[src/rtl/ysyx_22041207_pkg.sv]
// Shared definitions for the iterative RV64 divider: widths, FSM encoding,
// word-op extension helper and the RISC-V divide-by-zero quotient.
package ysyx_22041207_pkg;

    localparam int XLEN        = 64;
    localparam int CNT_W       = 7;
    localparam int WORD_W      = 32;
    localparam int WORD_SEXT_W = XLEN - WORD_W;

    localparam logic [XLEN-1:0] DZ_QUOTIENT = {XLEN{1'b1}};

    typedef enum logic [1:0] {
        ST_IDLE = 2'd0,
        ST_BUSY = 2'd1,
        ST_DONE = 2'd2
    } div_state_e;

    // Widen a 32-bit W-op value, sign- or zero-extending.
    function automatic logic [XLEN-1:0] word_ext(input logic [WORD_W-1:0] v,
                                                 input logic sext);
        return {{WORD_SEXT_W{sext & v[WORD_W-1]}}, v};
    endfunction

endpackage

[src/rtl/ysyx_22041207_div_fix.sv]
// Conditional two's-complement negate followed by optional W-op sign extension.
// Serves both for operand magnitudes and for the final result fix-up.
module ysyx_22041207_div_fix
    import ysyx_22041207_pkg::*;
(
    input  logic [XLEN-1:0] val,
    input  logic            neg,
    input  logic            word,
    output logic [XLEN-1:0] res
);

    logic [XLEN-1:0] mag;

    always_comb begin
        mag = neg ? (~val + {{(XLEN-1){1'b0}}, 1'b1}) : val;
        res = word ? word_ext(mag[WORD_W-1:0], 1'b1) : mag;
    end

endmodule

[src/rtl/ysyx_22041207_div.sv]
// Radix-2 restoring divider for RV64 DIV/DIVU/REM/REMU and their W forms.
// One quotient bit per cycle; the last result stays on quotient/remainder.
module ysyx_22041207_div
    import ysyx_22041207_pkg::*;
(
    input  logic            clk,
    input  logic            rst,
    input  logic            div_valid,
    input  logic            flush,
    input  logic            div_signed,
    input  logic            div_word,
    input  logic [XLEN-1:0] dividend,
    input  logic [XLEN-1:0] divisor,
    output logic            div_ready,
    output logic            out_valid,
    output logic [XLEN-1:0] quotient,
    output logic [XLEN-1:0] remainder
);

    // Handshake: a request is taken when div_valid is high and either the unit
    // is idle (div_ready) or flush aborts the current op in the same cycle.
    // A request seen while busy without flush is dropped; the requester holds
    // div_valid until div_ready. out_valid pulses for one cycle per completed op.

    div_state_e      state_q, state_d;
    logic [CNT_W-1:0] count_q, count_d;
    logic [XLEN-1:0] rem_q, rem_d;
    logic [XLEN-1:0] quo_q, quo_d;
    logic [XLEN-1:0] dsr_q, dsr_d;
    logic            q_neg_q, q_neg_d;
    logic            r_neg_q, r_neg_d;
    logic            word_q, word_d;
    logic [XLEN-1:0] quotient_q, quotient_d;
    logic [XLEN-1:0] remainder_q, remainder_d;

    logic [XLEN-1:0] dividend_ext, divisor_ext;
    logic [XLEN-1:0] dividend_mag, divisor_mag;
    logic            dividend_neg, divisor_neg, divisor_zero;
    logic            accept;

    logic [XLEN:0]   rem_shift;
    logic [XLEN-1:0] rem_diff, step_rem, step_quo;
    logic            step_ge;
    logic [XLEN-1:0] fix_quo, fix_rem;

    always_comb begin
        dividend_ext = div_word ? word_ext(dividend[WORD_W-1:0], div_signed) : dividend;
        divisor_ext  = div_word ? word_ext(divisor[WORD_W-1:0], div_signed) : divisor;
        dividend_neg = div_signed & dividend_ext[XLEN-1];
        divisor_neg  = div_signed & divisor_ext[XLEN-1];
        divisor_zero = (divisor_ext == '0);
    end

    ysyx_22041207_div_fix u_mag_dividend (
        .val  (dividend_ext),
        .neg  (dividend_neg),
        .word (1'b0),
        .res  (dividend_mag)
    );

    ysyx_22041207_div_fix u_mag_divisor (
        .val  (divisor_ext),
        .neg  (divisor_neg),
        .word (1'b0),
        .res  (divisor_mag)
    );

    ysyx_22041207_div_fix u_fix_quo (
        .val  (quo_q),
        .neg  (q_neg_q),
        .word (word_q),
        .res  (fix_quo)
    );

    ysyx_22041207_div_fix u_fix_rem (
        .val  (rem_q),
        .neg  (r_neg_q),
        .word (word_q),
        .res  (fix_rem)
    );

    // The true difference always fits XLEN bits once rem_shift >= divisor.
    always_comb begin
        rem_shift = {rem_q, quo_q[XLEN-1]};
        step_ge   = (rem_shift >= {1'b0, dsr_q});
        rem_diff  = rem_shift[XLEN-1:0] - dsr_q;
        step_rem  = step_ge ? rem_diff : rem_shift[XLEN-1:0];
        step_quo  = {quo_q[XLEN-2:0], step_ge};
    end

    assign div_ready = (state_q == ST_IDLE);
    assign accept    = div_valid & (div_ready | flush);
    assign out_valid = (state_q == ST_DONE) & ~flush;
    assign quotient  = (state_q == ST_DONE) ? fix_quo : quotient_q;
    assign remainder = (state_q == ST_DONE) ? fix_rem : remainder_q;

    always_comb begin
        state_d     = state_q;
        count_d     = count_q;
        rem_d       = rem_q;
        quo_d       = quo_q;
        dsr_d       = dsr_q;
        q_neg_d     = q_neg_q;
        r_neg_d     = r_neg_q;
        word_d      = word_q;
        quotient_d  = quotient_q;
        remainder_d = remainder_q;

        case (state_q)
            ST_BUSY: begin
                rem_d   = step_rem;
                quo_d   = step_quo;
                count_d = count_q + 1'b1;
                if (count_q == CNT_W'(XLEN - 1)) begin
                    state_d = ST_DONE;
                end
            end
            ST_DONE: begin
                state_d     = ST_IDLE;
                quotient_d  = fix_quo;
                remainder_d = fix_rem;
            end
            default: ;
        endcase

        if (flush && state_q != ST_IDLE) begin
            state_d     = ST_IDLE;
            quotient_d  = quotient_q;
            remainder_d = remainder_q;
        end

        // Divide-by-zero goes straight to DONE with the RISC-V result preloaded
        // and no sign correction; word extension still applies in the fix-up.
        if (accept) begin
            count_d = '0;
            word_d  = div_word;
            dsr_d   = divisor_mag;
            if (divisor_zero) begin
                state_d = ST_DONE;
                quo_d   = DZ_QUOTIENT;
                rem_d   = dividend_ext;
                q_neg_d = 1'b0;
                r_neg_d = 1'b0;
            end else begin
                state_d = ST_BUSY;
                quo_d   = dividend_mag;
                rem_d   = '0;
                q_neg_d = dividend_neg ^ divisor_neg;
                r_neg_d = dividend_neg;
            end
        end
    end

    always_ff @(posedge clk) begin
        if (rst) begin
            state_q     <= ST_IDLE;
            count_q     <= '0;
            rem_q       <= '0;
            quo_q       <= '0;
            dsr_q       <= '0;
            q_neg_q     <= 1'b0;
            r_neg_q     <= 1'b0;
            word_q      <= 1'b0;
            quotient_q  <= '0;
            remainder_q <= '0;
        end else begin
            state_q     <= state_d;
            count_q     <= count_d;
            rem_q       <= rem_d;
            quo_q       <= quo_d;
            dsr_q       <= dsr_d;
            q_neg_q     <= q_neg_d;
            r_neg_q     <= r_neg_d;
            word_q      <= word_d;
            quotient_q  <= quotient_d;
            remainder_q <= remainder_d;
        end
    end

endmodule

[config.mk]
export PLATFORM = sky130hd
export DESIGN_NAME = ysyx_22041207_div
export DESIGN_NICKNAME = d
export VERILOG_FILES = /design/src/rtl/ysyx_22041207_pkg.sv /design/src/rtl/ysyx_22041207_div_fix.sv /design/src/rtl/ysyx_22041207_div.sv
export SDC_FILE = /design/constraint.sdc
export NUM_CORES = 1
export LEC_CHECK = 0
export ABC_AREA = 1
export CAP_MARGIN = 20
export CORE_MARGIN = 5
export CORE_UTILIZATION = 52
export DETAILED_ROUTE_END_ITERATION = 12
export PLACE_DENSITY = 0.74
export REMOVE_ABC_BUFFERS = 1
export SYNTH_ARGS = -nofsm -noshare
export SYNTH_HDL_FRONTEND = slang
export SYNTH_SLANG_ARGS = --single-unit
[constraint.sdc]
create_clock -name clk -period 2.6 [get_ports clk]
set_clock_uncertainty 0.1 [all_clocks]
set_input_delay 0.39 -clock clk [delete_from_list [all_inputs] [get_ports clk]]
set_output_delay 0.39 -clock clk [all_outputs]
set_load 0.01 [all_outputs]
==> metrics, run 1 <==
largest net degree at the start of global routing=74; Yosys reg bits=about 330; Mapped Cells=5659; Rows=89; initial antenna violation count=31; hpwl dp=about 110000 um; TritonCTS Buffers=slightly above 40; clock buffer depth=3; run status=stopped before the end; Initial Util=0.524; Root Buffer=clkbuf_16; Area after DPL=44000 um^2; Mean Syn Cell Area=around 5.5 um^2; EDFF count, synth=0; RD Place Congestion=roughly 1.1; Top-Level Pins=264; DP Cell Count=~7800; die width=roughly 250 um; PortBufs=263; die height=between 200 and 300 um; Last stage=global routing; H-tree levels=2; CTS Sinks=approximately 330; GRT repair_timing worst endpoint=quotient[41]; total gr overflow=280; Tot GR Track Use=0.797; Worst EP kind=primary output; Run Error=[ERROR GRT-0232] Routing congestion too high. Check the congestion heatmap in the GUI.; Most used DFF post-synth=dfxtp_1; Yosys cell types=50; sequential share of the synthesized area=0.215; CTS Hold Buffers Added=0; netlist area before placement=around 31000 um^2; Async S/R FF share, synth=0; YS warnings=0
[Yosys cell counts, types with 3 or more instances]
cell,n,share of area
buf_1,19,0.0023
a21o_1,4,0.00097
nor3_1,72,0.012
nand4_1,73,0.015
o211ai_1,13,0.0032
nor4_1,16,0.0032
and3_1,7,0.0014
nand3_1,450,0.073
inv_2,18,0.0022
dfxtp_1,332,0.21
o32ai_1,5,0.0014
nand3b_1,29,0.0070
o21ai_1,42,0.0068
o21bai_1,57,0.014
o31ai_1,6,0.0015
xnor2_1,14,0.0040
buf_6,8,0.0029
or2_2,74,0.015
a31oi_1,7,0.0014
nand3_2,3,0.00097
ha_1,69,0.028
nor2_1,496,0.060
xor2_1,134,0.038
clkbuf_1,161,0.020
clkinv_1,8,0.00097
nand2_1,1667,0.20
a21oi_1,251,0.041
nand2_4,4,0.0015
buf_2,26,0.0042
o21ai_0,489,0.079
buf_4,15,0.0036
o22ai_1,51,0.010
nor2_2,6,0.0012
inv_1,1007,0.12
nand2_2,8,0.0016
[per-layer routing]
| layer | GRT usage | GRT overflow |
|---|---|---|
| met1 | 0.823 | 37 |
| met2 | 0.920 | 100 |
| met3 | 0.694 | 42 |
| met4 | 0.712 | 94 |
| met5 | 0.456 | 7 |
[per-stage QoR]
step | utilization | hold slack, ns | worst slack [ns] | TNS, ns
3_5_place_dp | 0.745 | 0.360 | -0.736 | -125.13
4_1_cts | 0.806 | 0.101 | -0.672 | -95.81
2_1_floorplan | - | 0.318 | -11.16 | -2811.33
3_3_place_gp | 0.745 | 0.341 | -0.703 | -108.11
[what timing repair did]
action,in CTS
pin swaps,144
setup endpoints to repair,196
cloned,4
buffers inserted,147
gates resized for setup,835
[logic make-up after synthesis]
group | synth area share
flops | 0.215
buf+inv | 0.158
compound gates | 0.162
xor+xnor | 0.0419
simple gates | 0.395
fa+ha+maj | 0.0285
==> run 2: changes to the inputs <==
CORE_UTILIZATION = 37   (was 52)
PLACE_DENSITY = unset   (was 0.74)
PLACE_DENSITY_LB_ADDON = 0.15   (was unset)
==> metrics, run 2 <==
Hold WS=0.208 ns; clock buffer depth=3 (unchanged); most used cell, CP=buf_4; CP Max Fanout=6; drt total wl=roughly 160000 um; first-pass GRT wire length=approximately 230000 um; RSZ-0062 raised after global routing=true; die height=299 um (+18%); sequential share of the synthesized area=0.215 (unchanged); P&R area growth vs syn=66.4%; synth top area cells=dfxtp_1 (21%), nand2_1 (20%), inv_1 (12%); Initial Util=0.372 (-0.153); Final Cycle Share=1.33; Final nets=7471; die area=around 90000 um^2; Fmax=between 200 and 300 MHz; Final min period=roughly 3.5 ns; CP startpoint kind=flip-flop; Async S/R FF share, synth=0 (unchanged); Synth top area share=0.215 (unchanged); DR WL/cell=between 15 and 20 um; Synth area leader=dfxtp_1; Clk Latency, worst-skew pair=approximately 0.60 ns; H-tree levels=2 (unchanged); DR DRC count=0; EDFF count, synth=0 (unchanged); Relative slew margins=0.488; Rows=106 (+19%); largest net degree at the start of global routing=99; Crit-path slowest cell=dfxtp_2; run status=finished with violations; Data arrival, critical path=between 3 and 4 ns; clk slew on worst S/H paths=0.06 ns; failing checks=negative setup slack; final setup vio count=~210; worst slew pin tran=roughly 0.77 ns; Final Slew Violations=0; TritonCTS Buffers=44 (+7.3%); worst hold path class=in -> reg; Tot GR Track Use=0.330; Final Util=0.618; initial antenna violation count=3; maxcap violations=0; maximum vdd ir drop=0.666 mV; die width=299 um (+18%); Core ar.=between 80000 and 90000 um^2; Yosys cell types=50 (unchanged); commonest non-fill, non-tap cells in the layout=nand2_1 (1446), buf_4 (1360), inv_1 (926); CTS Hold Buffers Added=0 (unchanged); total gr overflow=0; Crit Path Class=reg -> reg; Mapped Cells=5659 (unchanged); hpwl dp=123000 um (+9.4%); fill count=8082; CTS Sinks=332 (unchanged); netlist area before placement=30900 um^2 (unchanged); RD Place Congestion=1.01 (-6.3%); drt initial violations=3752; DR vias=between 40000 and 50000; ANT nets after route=0; Critical Path RT=3.03 ns; commonest non-fill, non-tap cell in the layout=nand2_1; CP endpoint kind=flip-flop; leakage power=27.3 nW; Most used DFF post-synth=dfxtp_1; PwrDens=between 700 and 800 nW/um^2; Yosys reg bits=332 (unchanged); CTS tree=yes; Pre-antenna DRT Iters=6; Top-Level Pins=264 (unchanged); largest stage delay on the critical path=0.32 ns; Mean Syn Cell Area=5.47 um^2 (unchanged); Synth top cells by count=nand2_1 (1667), inv_1 (1007), nor2_1 (496), o21ai_0 (489), nand3_1 (450); worst setup margin=-0.868 ns; Root Buffer=clkbuf_16; vias in the first global route=approximately 40000; vias per inst=about 5.0; count leader, synth=nand2_1; final hold vios=0; YS warnings=0 (unchanged); layout cells sized above 1=0.342; PortBufs=263 (unchanged)
==> run 2: cell counts after synthesis <==
No cell type changed its count.
==> run 2: area by class of cell <==
class / count / area [um^2] / share of cell area
Antenna cell: 1 / 2.50 / 0.0000486
Clock buffer: 58 / 1180 / 0.0230
Clock inverter: 17 / 289 / 0.00561
Inverter: 1033 / 3920 / 0.0761
Multi-Input combinational cell: 4065 / 22700 / 0.441
Sequential cell: 332 / 6720 / 0.131
Tap cell: 1080 / 1350 / 0.0262
Timing Repair Buffer: 1791 / 15300 / 0.297
==> run 2: final timing paths <==
path	from	endpoint	slack, ns	depth (start not counted)
hold reg to reg	quotient_q[0]	quotient_q[0]	0.35	2
setup / recovery	quo_q[0]	quotient_q[56]	-0.87	28
hold / removal	rst	quotient_q[0]	0.21	2
setup reg to reg	quo_q[0]	quotient_q[56]	-0.87	28
==> run 2: power by group <==
part           leakage [nW]  internal, mW  switching [mW]
logic                  23.9          11.6            14.1
registers              2.76          5.84           0.582
clock network         0.704          3.89            2.60
total                  27.3          21.3            17.3
==> run 2: cell families after synthesis <==
| kind of cell | share of synthesized area |
|---|---|
| flops | 0.215 |
| compound gates | 0.162 |
| fa+ha+maj | 0.0285 |
| xor+xnor | 0.0419 |
| simple gates | 0.395 |
| buf+inv | 0.158 |
==> run 2: stage by stage <==
step	total power, mW	setup TNS, ns	cells	instance area [um^2]	setup slack [ns]
6_report	38.6	-94.39	8377	51500	-0.868
5_1_grt	41.1	-128.77	8377	51500	-1.05
4_1_cts	34.9	-122.34	8362	48700	-0.888
3_5_place_dp	26.9	-130.09	8119	44700	-0.792
3_3_place_gp	26.8	-119.55	8119	44700	-0.874
2_1_floorplan	15.9	-2811.33	5429	29900	-11.16
==> run 2: critical path, delay by kind of cell, from the launching register on <==
| kind | cells | cell delay [ns] |
|---|---|---|
| buf+inv | 17 | 1.99 |
| compound gates | 3 | 0.23 |
| simple gates | 8 | 0.74 |
| flops | 1 | 0.32 |
==> run 2: routing by layer <==
layer / vias to the layer above / routed length [um] / track usage
met5: - / 20 / 0
met4: 2 / 5480 / 0.0992
met3: 230 / 12500 / 0.0547
met2: 1472 / 65700 / 0.504
met1: 19400 / 73600 / 0.477
li1: 21000 / - / -
==> run 2: timing repair <==
action / in CTS / in global routing
endpoints found under the setup margin: 204 / 313
pin swaps: 137 / 204
setup buffers: 166 / 65
gates resized for setup: 777 / 791
cloned: 6 / 10
(Power assumes the default switching activity.)
